===== config.mk =====
export PLATFORM = sky130hd
export DESIGN_NAME = pipe_flow_ctrl
export DESIGN_NICKNAME = d
export VERILOG_FILES = /design/src/rtl/fft_ctrl_pkg.sv /design/src/rtl/delay_unit.sv /design/src/rtl/pipe_flow_ctrl.sv
export SDC_FILE = /design/constraint.sdc
export NUM_CORES = 1
export LEC_CHECK = 0
export ABC_AREA = 1
export BUFFER_PORTS_ARGS = -buffer_cell sky130_fd_sc_hd__buf_2
export CORE_AREA = 2 2 39 41
export CTS_CLUSTER_SIZE = 10
export DETAILED_ROUTE_END_ITERATION = 6
export DIE_AREA = 0 0 41 43
export REMOVE_ABC_BUFFERS = 1
export SLEW_MARGIN = 10
export SYNTH_ARGS = -nofsm -noshare
export SYNTH_HDL_FRONTEND = slang
export SYNTH_SLANG_ARGS = --single-unit

===== constraint.sdc =====
create_clock -name CLK -period 2 [get_ports CLK]
set_input_delay 0.2 -clock CLK [delete_from_list [all_inputs] [get_ports CLK]]
set_output_delay 0.2 -clock CLK [all_outputs]
set_load 0.02 [all_outputs]

===== src/rtl/fft_ctrl_pkg.sv =====
`default_nettype none
// ============================================================================
//  Module   : fft_ctrl_pkg
//  Purpose  : Shared state encoding and helpers for the pipeline flow
//             controller family.
//  Revision : 1.0 - initial release
// ============================================================================
package fft_ctrl_pkg;

    localparam int STATE_W = 2;

    // Controller states; the encoding is shared with other blocks.
    typedef enum logic [STATE_W-1:0] {
        IDLE  = 2'd0,
        RUN   = 2'd1,
        FLUSH = 2'd2,
        DONE  = 2'd3
    } state_t;

    // Busy means words may still be moving through the controlled pipe.
    function automatic logic state_is_busy(input state_t s);
        return (s == RUN) || (s == FLUSH);
    endfunction

endpackage : fft_ctrl_pkg
`default_nettype wire


===== src/rtl/delay_unit.sv =====
`default_nettype none
// ============================================================================
//  Module   : delay_unit
//  Purpose  : Generic enabled shift register of 'delay' stages, BITNESS bits
//             wide, with selectable reset style (none / sync / async, either
//             polarity).
//  Revision : 1.0 - initial release
// ============================================================================
module delay_unit #(
    parameter int BITNESS     = 8,
    parameter int delay       = 1,
    parameter int ENABLE      = 1,
    parameter int RESET       = 1,
    parameter int synch_RESET = 0,
    parameter int RESET_LEVEL = 1
) (
    input  logic               clk,
    input  logic               rst,
    input  logic               i_en,
    input  logic [BITNESS-1:0] i_din,
    output logic [BITNESS-1:0] o_dout
);

    logic [BITNESS-1:0] r_stage [0:delay-1];
    logic [BITNESS-1:0] w_d     [0:delay-1];
    logic               w_shift;

    // Without an enable the line shifts every cycle.
    generate
        if (ENABLE != 0) begin : g_enabled
            assign w_shift = i_en;
        end else begin : g_free_running
            assign w_shift = 1'b1;
        end
    endgenerate

    // Next value of every stage: stage 0 takes the input, the rest the predecessor.
    always_comb begin
        w_d[0] = i_din;
        for (int k = 1; k < delay; k++) begin
            w_d[k] = r_stage[k-1];
        end
    end

    // Stage registers; the reset flavour is chosen at elaboration time.
    generate
        if ((RESET != 0) && (synch_RESET == 0) && (RESET_LEVEL != 0)) begin : g_arst_high
            // Asynchronous active-high reset clears every stage.
            always_ff @(posedge clk or posedge rst) begin
                if (rst) begin
                    for (int k = 0; k < delay; k++) r_stage[k] <= '0;
                end else if (w_shift) begin
                    for (int k = 0; k < delay; k++) r_stage[k] <= w_d[k];
                end
            end
        end else if ((RESET != 0) && (synch_RESET == 0)) begin : g_arst_low
            // Asynchronous active-low reset clears every stage.
            always_ff @(posedge clk or negedge rst) begin
                if (!rst) begin
                    for (int k = 0; k < delay; k++) r_stage[k] <= '0;
                end else if (w_shift) begin
                    for (int k = 0; k < delay; k++) r_stage[k] <= w_d[k];
                end
            end
        end else if (RESET != 0) begin : g_srst
            // Synchronous reset at the configured level clears every stage.
            always_ff @(posedge clk) begin
                if (rst == (RESET_LEVEL != 0)) begin
                    for (int k = 0; k < delay; k++) r_stage[k] <= '0;
                end else if (w_shift) begin
                    for (int k = 0; k < delay; k++) r_stage[k] <= w_d[k];
                end
            end
        end else begin : g_no_reset
            // Pure data line, contents undefined until filled.
            always_ff @(posedge clk) begin
                if (w_shift) begin
                    for (int k = 0; k < delay; k++) r_stage[k] <= w_d[k];
                end
            end
        end
    endgenerate

    assign o_dout = r_stage[delay-1];

endmodule : delay_unit
`default_nettype wire


===== src/rtl/pipe_flow_ctrl.sv =====
`default_nettype none
// ============================================================================
//  Module   : pipe_flow_ctrl
//  Purpose  : Flow controller for a fixed-latency delay line. Tracks word
//             validity through a 1-bit shadow delay line, throttles upstream,
//             stalls on downstream backpressure and sequences a drain/flush.
//  Revision : 1.0 - initial release
// ============================================================================
module pipe_flow_ctrl #(
    parameter int DELAY = 3,
    parameter int CNT_W = $clog2(DELAY + 1)
) (
    input  logic             CLK,
    input  logic             RST,
    input  logic             i_START,
    input  logic             i_FLUSH,
    input  logic             i_VALID,
    output logic             o_READY,
    output logic             o_VALID,
    input  logic             i_READY,
    output logic             o_EN,
    output logic [CNT_W-1:0] o_COUNT,
    output logic             o_BUSY,
    output logic             o_FLUSH_DONE
);

    import fft_ctrl_pkg::*;

    state_t             r_state;
    state_t             w_state_next;
    logic [CNT_W-1:0]   r_count;
    logic [CNT_W-1:0]   w_count_next;
    logic               w_en;
    logic               w_out_vld;
    logic               w_transfer;
    logic               w_delivery;

    // The whole line only stalls when the word at the output is not taken.
    assign w_en = ~w_out_vld | i_READY;

    // Upstream is accepted only while running; a flush request closes the
    // input in the same cycle it arrives.
    assign o_READY    = w_en & (r_state == RUN) & ~i_FLUSH;
    assign w_transfer = i_VALID & o_READY;
    assign w_delivery = w_out_vld & i_READY;

    // Shadow valid chain: one bit per stage of the controlled data line.
    delay_unit #(
        .BITNESS     (1),
        .delay       (DELAY),
        .ENABLE      (1),
        .RESET       (1),
        .synch_RESET (0),
        .RESET_LEVEL (1)
    ) u_vld_chain (
        .clk    (CLK),
        .rst    (RST),
        .i_en   (w_en),
        .i_din  (w_transfer),
        .o_dout (w_out_vld)
    );

    // Occupancy: words enter on transfer and leave on delivery.
    always_comb begin
        w_count_next = r_count;
        case ({w_transfer, w_delivery})
            2'b10:   w_count_next = r_count + CNT_W'(1);
            2'b01:   w_count_next = r_count - CNT_W'(1);
            default: w_count_next = r_count;
        endcase
    end

    // Occupancy register.
    always_ff @(posedge CLK or posedge RST) begin
        if (RST) begin
            r_count <= '0;
        end else begin
            r_count <= w_count_next;
        end
    end

    // Next-state logic; flush has priority over start in IDLE.
    always_comb begin
        w_state_next = r_state;
        case (r_state)
            IDLE: begin
                if (i_FLUSH) begin
                    w_state_next = DONE;
                end else if (i_START) begin
                    w_state_next = RUN;
                end
            end
            RUN: begin
                if (i_FLUSH) begin
                    w_state_next = FLUSH;
                end
            end
            FLUSH: begin
                // Leave as soon as the last word is delivered, not a cycle later.
                if (w_count_next == '0) begin
                    w_state_next = DONE;
                end
            end
            DONE: begin
                w_state_next = IDLE;
            end
            default: begin
                w_state_next = IDLE;
            end
        endcase
    end

    // State register.
    always_ff @(posedge CLK or posedge RST) begin
        if (RST) begin
            r_state <= IDLE;
        end else begin
            r_state <= w_state_next;
        end
    end

    assign o_EN         = w_en;
    assign o_VALID      = w_out_vld;
    assign o_COUNT      = r_count;
    assign o_BUSY       = state_is_busy(r_state);
    assign o_FLUSH_DONE = (r_state == DONE);

endmodule : pipe_flow_ctrl
`default_nettype wire


Word-level counts from Yosys, hierarchy flattened
Index checks and enable logic that the tools add are counted.
Widths: inputs -> output; s select.
{"block": "totals", "regBits": 7, "input_bits": 6, "out_inout_bits": 7, "wordCells": 32}
{"block": "classes", "addsub": 2, "n_eq_ne": 8, "mux": 6, "bitwise": 7, "n_reduce_logical": 4}
{"op": "$mux 2", "count": 4}
{"op": "$pmux 2 s4", "count": 1}
{"op": "$eq 2x2->1 const B", "count": 3}
{"op": "$and 1x1->1", "count": 4}
{"op": "$eq 2x1->1 const B", "count": 2}
{"op": "$logic_not 2->1", "count": 2}
{"op": "$ne 2x2->1 const B", "count": 2}
{"op": "$pmux 2 s2", "count": 1}
{"op": "$ne 3x3->1 const B", "count": 1}
{"op": "$reduce_and 3->1", "count": 1}
{"op": "$add 2x1->2 const B", "count": 1}
{"op": "$not 1->1", "count": 2}
{"op": "$sub 2x1->2 const B", "count": 1}
{"op": "$logic_or 1x1->1", "count": 1}
{"op": "$or 1x1->1", "count": 1}

Logic depth before layout (Yosys ltp)
Gate-level depths: netlist of run 1.
{"block": "logic_depth", "word_depth": 10, "mapped_depth": 15, "mapped_depth_nobuf": 15}

Hierarchy
From an unflattened synthesis of run 1, not the netlist that was laid out.
{"block": "unflattened", "cells_unflattened": 62, "hier_area_um2": 495.5}
{"module": "pipe_flow_ctrl", "instances": 1, "cells_each": 48, "area_each_um2": 379.1, "seq_area_each_um2": 100.1}
{"module": "delay_unit", "instances": 1, "cells_each": 14, "area_each_um2": 116.4, "seq_area_each_um2": 75.1}

Worst setup path after synthesis of run 1
No wires, ideal clock.
{"block": "synth_path", "path_kind": "register to register", "start": "register r_state[1]", "end": "register r_state[0]", "setup_time_ps": 117, "arrival_time_ps": 1958, "required_time_ps": 1883, "path_slack_ps": -74, "stages_incl_launch_ff": 13, "synth_period_minus_slack_ps": 2074, "cell_sequence": "dfrtp_1 inv_1 ha_1 inv_1 nor3_2 nand2_1 ha_1 xor2_1 nand3_2 nand2_2 nand2_2 nand2_1 nand2_1"}
{"block": "synth_between", "elab_chain_cells": 9, "elab_cells_between_ends": 16}
{"element": "start, declared", "line": "pipe_flow_ctrl.sv:29", "text": "state_t r_state;"}
{"element": "start signal, assigned", "line": "pipe_flow_ctrl.sv:118", "text": "r_state <= w_state_next;"}
{"element": "$eq 2x1->1 (*)", "line": "pipe_flow_ctrl.sv:43", "text": "assign o_READY = w_en & (r_state == RUN) & ~i_FLUSH;"}
{"element": "$and 1x1->1 (*) (2 in a row)", "line": "pipe_flow_ctrl.sv:43"}
{"element": "via o_READY", "line": "pipe_flow_ctrl.sv:18", "text": "output logic o_READY,"}
{"element": "$and 1x1->1 (*)", "line": "pipe_flow_ctrl.sv:44", "text": "assign w_transfer = i_VALID & o_READY;"}
{"element": "$eq 2x1->1 or $eq 2x2->1 (tied branches)", "line": "pipe_flow_ctrl.sv:66", "text": "case ({w_transfer, w_delivery})"}
{"element": "$pmux 2 s2 (*)", "line": "pipe_flow_ctrl.sv:66"}
{"element": "$logic_not 2->1 (*)", "line": "pipe_flow_ctrl.sv:100", "text": "if (w_count_next == '0) begin"}
{"element": "$ne 2x2->1 (no line) (*)"}
{"element": "$reduce_and 3->1 (no line) (*)"}
Mark *: on every way through the listed nets, which the timed path passes. The rest lies on a longest branch.
A chain may end at the register's enable or synchronous reset.

Worst setup path after layout of run 1
{"block": "layout_path", "start": "register r_state[1]", "end": "register r_state[0]"}
{"block": "layout_between", "elab_chain_cells": 9, "elab_cells_between_ends": 16}
{"element": "$eq 2x1->1", "line": "pipe_flow_ctrl.sv:43, pipe_flow_ctrl.sv:85"}
{"element": "$and 1x1->1 (2 in a row)", "line": "pipe_flow_ctrl.sv:43"}
{"element": "$and 1x1->1", "line": "pipe_flow_ctrl.sv:44"}
{"element": "$eq 2x1->1 or $eq 2x2->1 (tied branches)", "line": "pipe_flow_ctrl.sv:66"}
{"element": "$pmux 2 s2", "line": "pipe_flow_ctrl.sv:66"}
{"element": "$logic_not 2->1", "line": "pipe_flow_ctrl.sv:100"}
{"element": "$ne 2x2->1 (no line)"}
{"element": "$reduce_and 3->1 (no line)"}
Several ways; a longest one is shown, not always the timed one.

==> results of run 1 <==
[cell families after synthesis]
family,count (synthesis),share of synthesized area
XOR/XNOR,1,0.0181
flip-flops,7,0.363
AND/OR/NAND/NOR,24,0.285
AO/OA/AOI/OAI,3,0.0544
buffers and inverters,13,0.101
multiplexers,1,0.0233
adder cells (fa/ha/maj),6,0.155
[final cells by class]
class                   instances  area (µm²)  share of cell area
clock buffers                   4        26.3              0.0394
inverters                      13        48.8              0.0732
multi-input cells              35         303               0.454
flip-flops and latches          7         176               0.265
well taps                      16        20.0              0.0300
repair buffers                 16        92.6               0.139
[through the flow]
stage | hold WS (ns) | setup TNS [ns] | power (mW)
floorplan | 0.00340 | -0.149 | 0.667
detailed placement | 0.139 | -0.00292 | 0.803
global placement | 0.136 | 0 | 0.784
global route | 0.231 | -0.0237 | 1.12
CTS | 0.259 | 0 | 0.955
finish | 0.224 | 0 | 1.01
[power by group through the flow]
stage	logic, mW	clock network (mW)	registers (mW)
after floorplan	0.388	0	0.278
after global placement	0.542	0	0.243
after detailed placement	0.556	0	0.247
after CTS	0.576	0.130	0.248
after global routing	0.709	0.143	0.264
final	0.628	0.125	0.257
[worst reg2reg max path, stage by stage, from the launching register on]
cell	delay (ns)
dfrtp_1	0.39
inv_2	0.09
ha_4	0.13
inv_2	0.04
nor3_4	0.18
nand2_2	0.10
ha_4	0.26
inv_2	0.07
nand3_2	0.07
nand2_2	0.07
nand3_2	0.08
nand2_2	0.10
nand2_2	0.06
nand2_1	0.06
nand2_1	0.05
[cells in the final DEF, fill, tap and decap left out, drive strengths merged]
cell,instances
a21oi,1
mux2,1
nor3,1
nand2,13
clkbuf,4
dlygate4sd3,1
or2,2
nor2,3
xor2,1
inv,13
nand4,1
o21ai,2
buf,15
dfrtp,7
nand3,4
ha,6
[how the worst max path moves through the flow]
stage,startpoint,to,slack (ns),depth (start not counted)
after floorplan,r_state[1],r_state[0],-0.07,12
after global placement,r_state[1],r_state[0],0.04,12
after detailed placement,r_state[1],r_state[1],-0.003,12
after CTS,r_state[1],r_state[1],0.05,12
after global routing,r_state[1],r_state[1],-0.01,14
final,r_state[1],r_state[0],0.13,14
[repair_timing]
item | 4_1_cts | 5_1_grt
setup endpoints to repair | 2 | 2
hold buffers | 1 | 0
pin swaps | 0 | 5
hold endpoints to repair | 7 | 0
resized for setup | 2 | 9
buffers inserted | 0 | 2
[routing by layer]
layer  wire length (µm)  global-route usage
met1                374               0.142
met5                  0                   0
met2                424               0.156
met4                 14               0.100
met3                 29              0.0471
[flip-flops by register name, summed over array words and instances, names as in the netlist]
name                 flops
u_vld_chain.r_stage      2
o_COUNT                  2
r_state                  2
u_vld_chain.o_dout       1
==> impl_metrics.tcl, run 1 <==
set metrics [dict create \
    outcome "completed" \
    yosysMostFrequentCell "inv_1" \
    critPathBufInv 3 \
    drv_slew 0 \
    p_switching_uw 462 \
    crit_type "reg -> reg" \
    cp_common_cell "nand2_2" \
    final.period_utilization 0.933 \
    critPathMaxFanout 3 \
    vias 401 \
    yosysTopAreaCell "dfrtp_1" \
    ctsLongestPathBuffers 2 \
    worst_pin_slew_ns 0.255 \
    swShare 0.457 \
    insertion_delay_ns 0.25 \
    core_area_um2 1380 \
    num_io_pins 13 \
    maxSlewHeadroom 0.829 \
    end_kind "flop" \
    layout-drive-gt1-share 0.547 \
    reg2regPathDepth 14 \
    cts_root_buf "clkbuf_4" \
    grt_pass1_vias 336 \
    ant_nets 0 \
    cp_top_family "simple AND/OR/NAND/NOR gates" \
    grt_max_degree 8 \
    fin_nets 88 \
    n_antenna_cell 0 \
    ys_warn_count 0 \
    hold_path.class "in -> reg" \
    clockPowerShare 0.124 \
    die_w_um 41 \
    power.leakage_nw 0.356 \
    placed_cells 84 \
    min_from "i_VALID" \
    nFillCells 146 \
    internal_power_uw 548 \
    ir_drop_v 0.000895 \
    timing.final.crit_period_ns 1.87 \
    netlist_area_um2 483 \
    combPwrFrac 0.622 \
    dieArea_um2 1760 \
    yosys-top-cells-count "inv_1, nand2_1, dfrtp_1, ha_1, nand2_2" \
    start_util 0.349 \
    synth-seq-area-share 0.363 \
    cp.required_ns 2.14 \
    dpl.hpwl_um 689 \
    syn_avg_cell_area_um2 8.78 \
    die_h_um 43 \
    setup_viol 0 \
    viasPerCell 4.41 \
    drt-pass1-iter-count 4 \
    reg2reg_from "r_state[1]" \
    h-tree-depth 1 \
    cp_cell_sequence "inv_2 > ha_4 > inv_2 > nor3_4 > nand2_2 > ha_4 > inv_2 > nand3_2 > nand2_2 > nand3_2 > nand2_2 > nand2_2 > nand2_1 > nand2_1" \
    skew_ns 0.00383 \
    synthCells 55 \
    port_buffers 12 \
    synth-edff-count 0 \
    cts_tree "done" \
    clk_pin_slew_worst_paths_ns 0.05 \
    power_frac_seq 0.254 \
    timing.rr.end "r_state[0]" \
    maxCapViolCount 0 \
    power_density_nw_per_um2 1520 \
    hold_viol 0 \
    wl_per_cell_um 9.26 \
    startpoint_type "flop" \
    cp_slowest_stage_delay_ns 0.39 \
    holdPathStages 3 \
    row_count 14 \
    ff2ff_setup_slack_ns 0.13 \
    track_usage 0.119 \
    area_delta_synth_final_pct 38.1 \
    cp.arrival_ns 2.00 \
    final_cells 91 \
    synth_area_leaders "dfrtp_1, ha_1, inv_1, nand2_1, nand2_2" \
    dp_slack_ns -0.00292 \
    drtIter0Drc 9 \
    cts_buffers 3 \
    fmax_mhz 536 \
    antenna_found_initial 0 \
    synth_top_area_share 0.363 \
    final.setup.worst_slack_ns 0.134 \
    whs_endpoint "u_vld_chain.r_stage[2]" \
    grt_pass1_wl_um 1320 \
    drcViolationCount 0 \
    synthDistinctLibCells 18 \
    async_reset_ff_frac 1.00 \
    placed_area_um2 571 \
    overflow 0 \
    final_util 0.482 \
    slowest_stage "dfrtp_1" \
    globalplace.congestion 0.645 \
    ys_ff_latch 7 \
    wl_um 843 \
    synth_flop_cell "dfrtp_1" \
    finalInstanceArea_um2 667 \
    clock_sinks 7 \
]
Power figures use the tool's default switching activity.
==> run 2, diff against run 1 <==
--- a/config.mk
+++ b/config.mk
@@ -11,6 +11,7 @@
 export CTS_CLUSTER_SIZE = 10
 export DETAILED_ROUTE_END_ITERATION = 6
 export DIE_AREA = 0 0 41 43
+export GPL_TIMING_DRIVEN = 0
 export REMOVE_ABC_BUFFERS = 1
 export SLEW_MARGIN = 10
 export SYNTH_ARGS = -nofsm -noshare
==> constraint.sdc (replaced) <==
create_clock -name CLK -period 2 [get_ports CLK]
set_input_delay 0.1 -clock CLK [delete_from_list [all_inputs] [get_ports CLK]]
set_output_delay 0.1 -clock CLK [all_outputs]
set_load 0.02 [all_outputs]
==> run 2 against run 1 <==
Net effect: worst hold slack worse by 0.088 ns; final area is 3.8% higher; via count is 0.25% higher; sequential cell count stayed put; critical endpoint is now r_state[1]; clock power hardly changed; non-clock buffer count is 3 higher; clock skew is 0.00055 ns higher; combinational power is 6.5% higher; first-iteration DRC count is 33% lower; sequential power is 2% higher; setup slack worse by 0.063 ns.
==> impl_metrics.tcl, run 2 (synthesis results as in run 1) <==
set metrics [dict create \
    outcome "completed" \
    drcViolationCount 0 \
    setup_viol 0 \
    num_io_pins 13 \
    cp_top_family "simple AND/OR/NAND/NOR gates" \
    cts_tree "done" \
    cts_buffers 3 \
    combPwrFrac 0.634 \
    p_switching_uw 477 \
    track_usage 0.122 \
    placed_area_um2 563 \
    cp_common_cell "nand2_2" \
    globalplace.congestion 0.630 \
    drv_slew 0 \
    final_common_cell "buf_2" \
    cp_slowest_stage_delay_ns 0.42 \
    cp.arrival_ns 2.07 \
    clock_sinks 7 \
    startpoint_type "flop" \
    wl_per_cell_um 9.47 \
    fin_nets 91 \
    slowest_stage "dfrtp_1" \
    timing.rr.end "r_state[1]" \
    maxCapViolCount 0 \
    power_density_nw_per_um2 1530 \
    core_area_um2 1380 \
    drt-pass1-iter-count 4 \
    critPathBufInv 2 \
    ctsLongestPathBuffers 2 \
    hold_viol 0 \
    start_util 0.349 \
    register_area_um2 175 \
    layout-drive-gt1-share 0.551 \
    grt_max_degree 8 \
    crit_cells 12 \
    n_antenna_cell 0 \
    multiInputGateArea_um2 300 \
    crit_type "reg -> reg" \
    antenna_found_initial 0 \
    timing.final.crit_period_ns 1.93 \
    reg2regPathDepth 12 \
    ir_drop_v 0.000803 \
    maxSlewHeadroom 0.826 \
    crit_end "r_state[1]" \
    port_buffers 12 \
    internal_power_uw 578 \
    reg2reg_from "r_state[1]" \
    skew_ns 0.00438 \
    fmax_mhz 518 \
    cp_cell_sequence "inv_2 > ha_4 > inv_4 > nor3_4 > nand2_2 > ha_4 > xor2_2 > nand3_2 > nand2_2 > nand2_2 > nand2_1 > nand2_1" \
    end_kind "flop" \
    nFillCells 137 \
    ff2ff_setup_slack_ns 0.07 \
    mostFrequentLayoutCells "buf_2, inv_1, nand2_1" \
    hold_path.class "in -> reg" \
    die_w_um 41 \
    clockPowerShare 0.117 \
    viasPerCell 4.28 \
    power_frac_seq 0.249 \
    critPathMaxFanout 4 \
    dpl.hpwl_um 686 \
    final.period_utilization 0.964 \
    grt_pass1_vias 368 \
    grt_pass1_wl_um 1440 \
    vias 402 \
    overflow 0 \
    rsz0062_at_grt "yes" \
    ant_nets 0 \
    cp.required_ns 2.14 \
    worst_pin_slew_ns 0.260 \
    swShare 0.452 \
    cts_root_buf "clkbuf_4" \
    power.total_mw 1.06 \
    power.leakage_nw 0.374 \
    h-tree-depth 1 \
    dieArea_um2 1760 \
    finalInstanceArea_um2 692 \
    row_count 14 \
    startpoint "r_state[1]" \
    insertion_delay_ns 0.25 \
    drtIter0Drc 6 \
    area_delta_synth_final_pct 43.3 \
    clk_pin_slew_worst_paths_ns 0.05 \
    wl_um 890 \
    final_util 0.500 \
    die_h_um 43 \
]
## run 2: metal layers
layer  up-vias  wire, µm  global-route usage
met5         -         0                   0
met4         0         0              0.0600
met3         0        20              0.0314
met2         7       487               0.188
met1       180       382               0.149
li1        215         -                   -
## run 2: worst min path at each step
stage	start	to	slack (ns)	cells past startpoint
3_3_place_gp	RST	u_vld_chain.r_stage[1]	0.04	2
5_1_grt	i_VALID	u_vld_chain.r_stage[2]	0.14	3
2_1_floorplan	RST	o_COUNT[0]	-0.1	1
6_report	i_VALID	u_vld_chain.r_stage[2]	0.14	3
4_1_cts	i_READY	u_vld_chain.r_stage[2]	0.16	4
3_5_place_dp	RST	u_vld_chain.r_stage[1]	0.04	2
## run 2: per-stage QoR
step / worst slack (ns) / TNS (ns) / std cells / hold WS (ns)
detailed placement: -0.0220 / -0.0351 / 83 / 0.0361
floorplan: -0.0744 / -0.149 / 55 / -0.0966
finish: 0.0711 / 0 / 94 / 0.136
global placement: 0.0112 / 0 / 83 / 0.0364
global route: -0.0357 / -0.0616 / 94 / 0.137
CTS: 0.0320 / 0 / 88 / 0.162
## run 2: timing repair
| action | CTS | global route |
|---|---|---|
| hold buffers | 1 | 0 |
| setup endpoints to repair | 2 | 2 |
| resized for setup | 2 | 9 |
| buffers inserted | 0 | 6 |
| hold endpoints to repair | 7 | 0 |
| pin swaps | 0 | 7 |
## run 2: area by class of cell
class,count,share of cell area
clock buffers,3,0.0325
multi-input cells,35,0.434
repair buffers,19,0.166
clock inverters,1,0.00723
well taps,16,0.0289
inverters,13,0.0778
flip-flops and latches,7,0.253
## run 2: power by group through the flow
stage	clock network, mW	registers (mW)	logic, mW
final	0.124	0.263	0.669
after global routing	0.140	0.270	0.739
after CTS	0.130	0.256	0.552
after detailed placement	0	0.255	0.531
after global placement	0	0.251	0.517
after floorplan	0	0.278	0.388
## run 2: worst min-delay path, cell delays in order
cell	delay (ns)
buf_2	0.08
nand2_2	0.07
o21ai_1	0.09
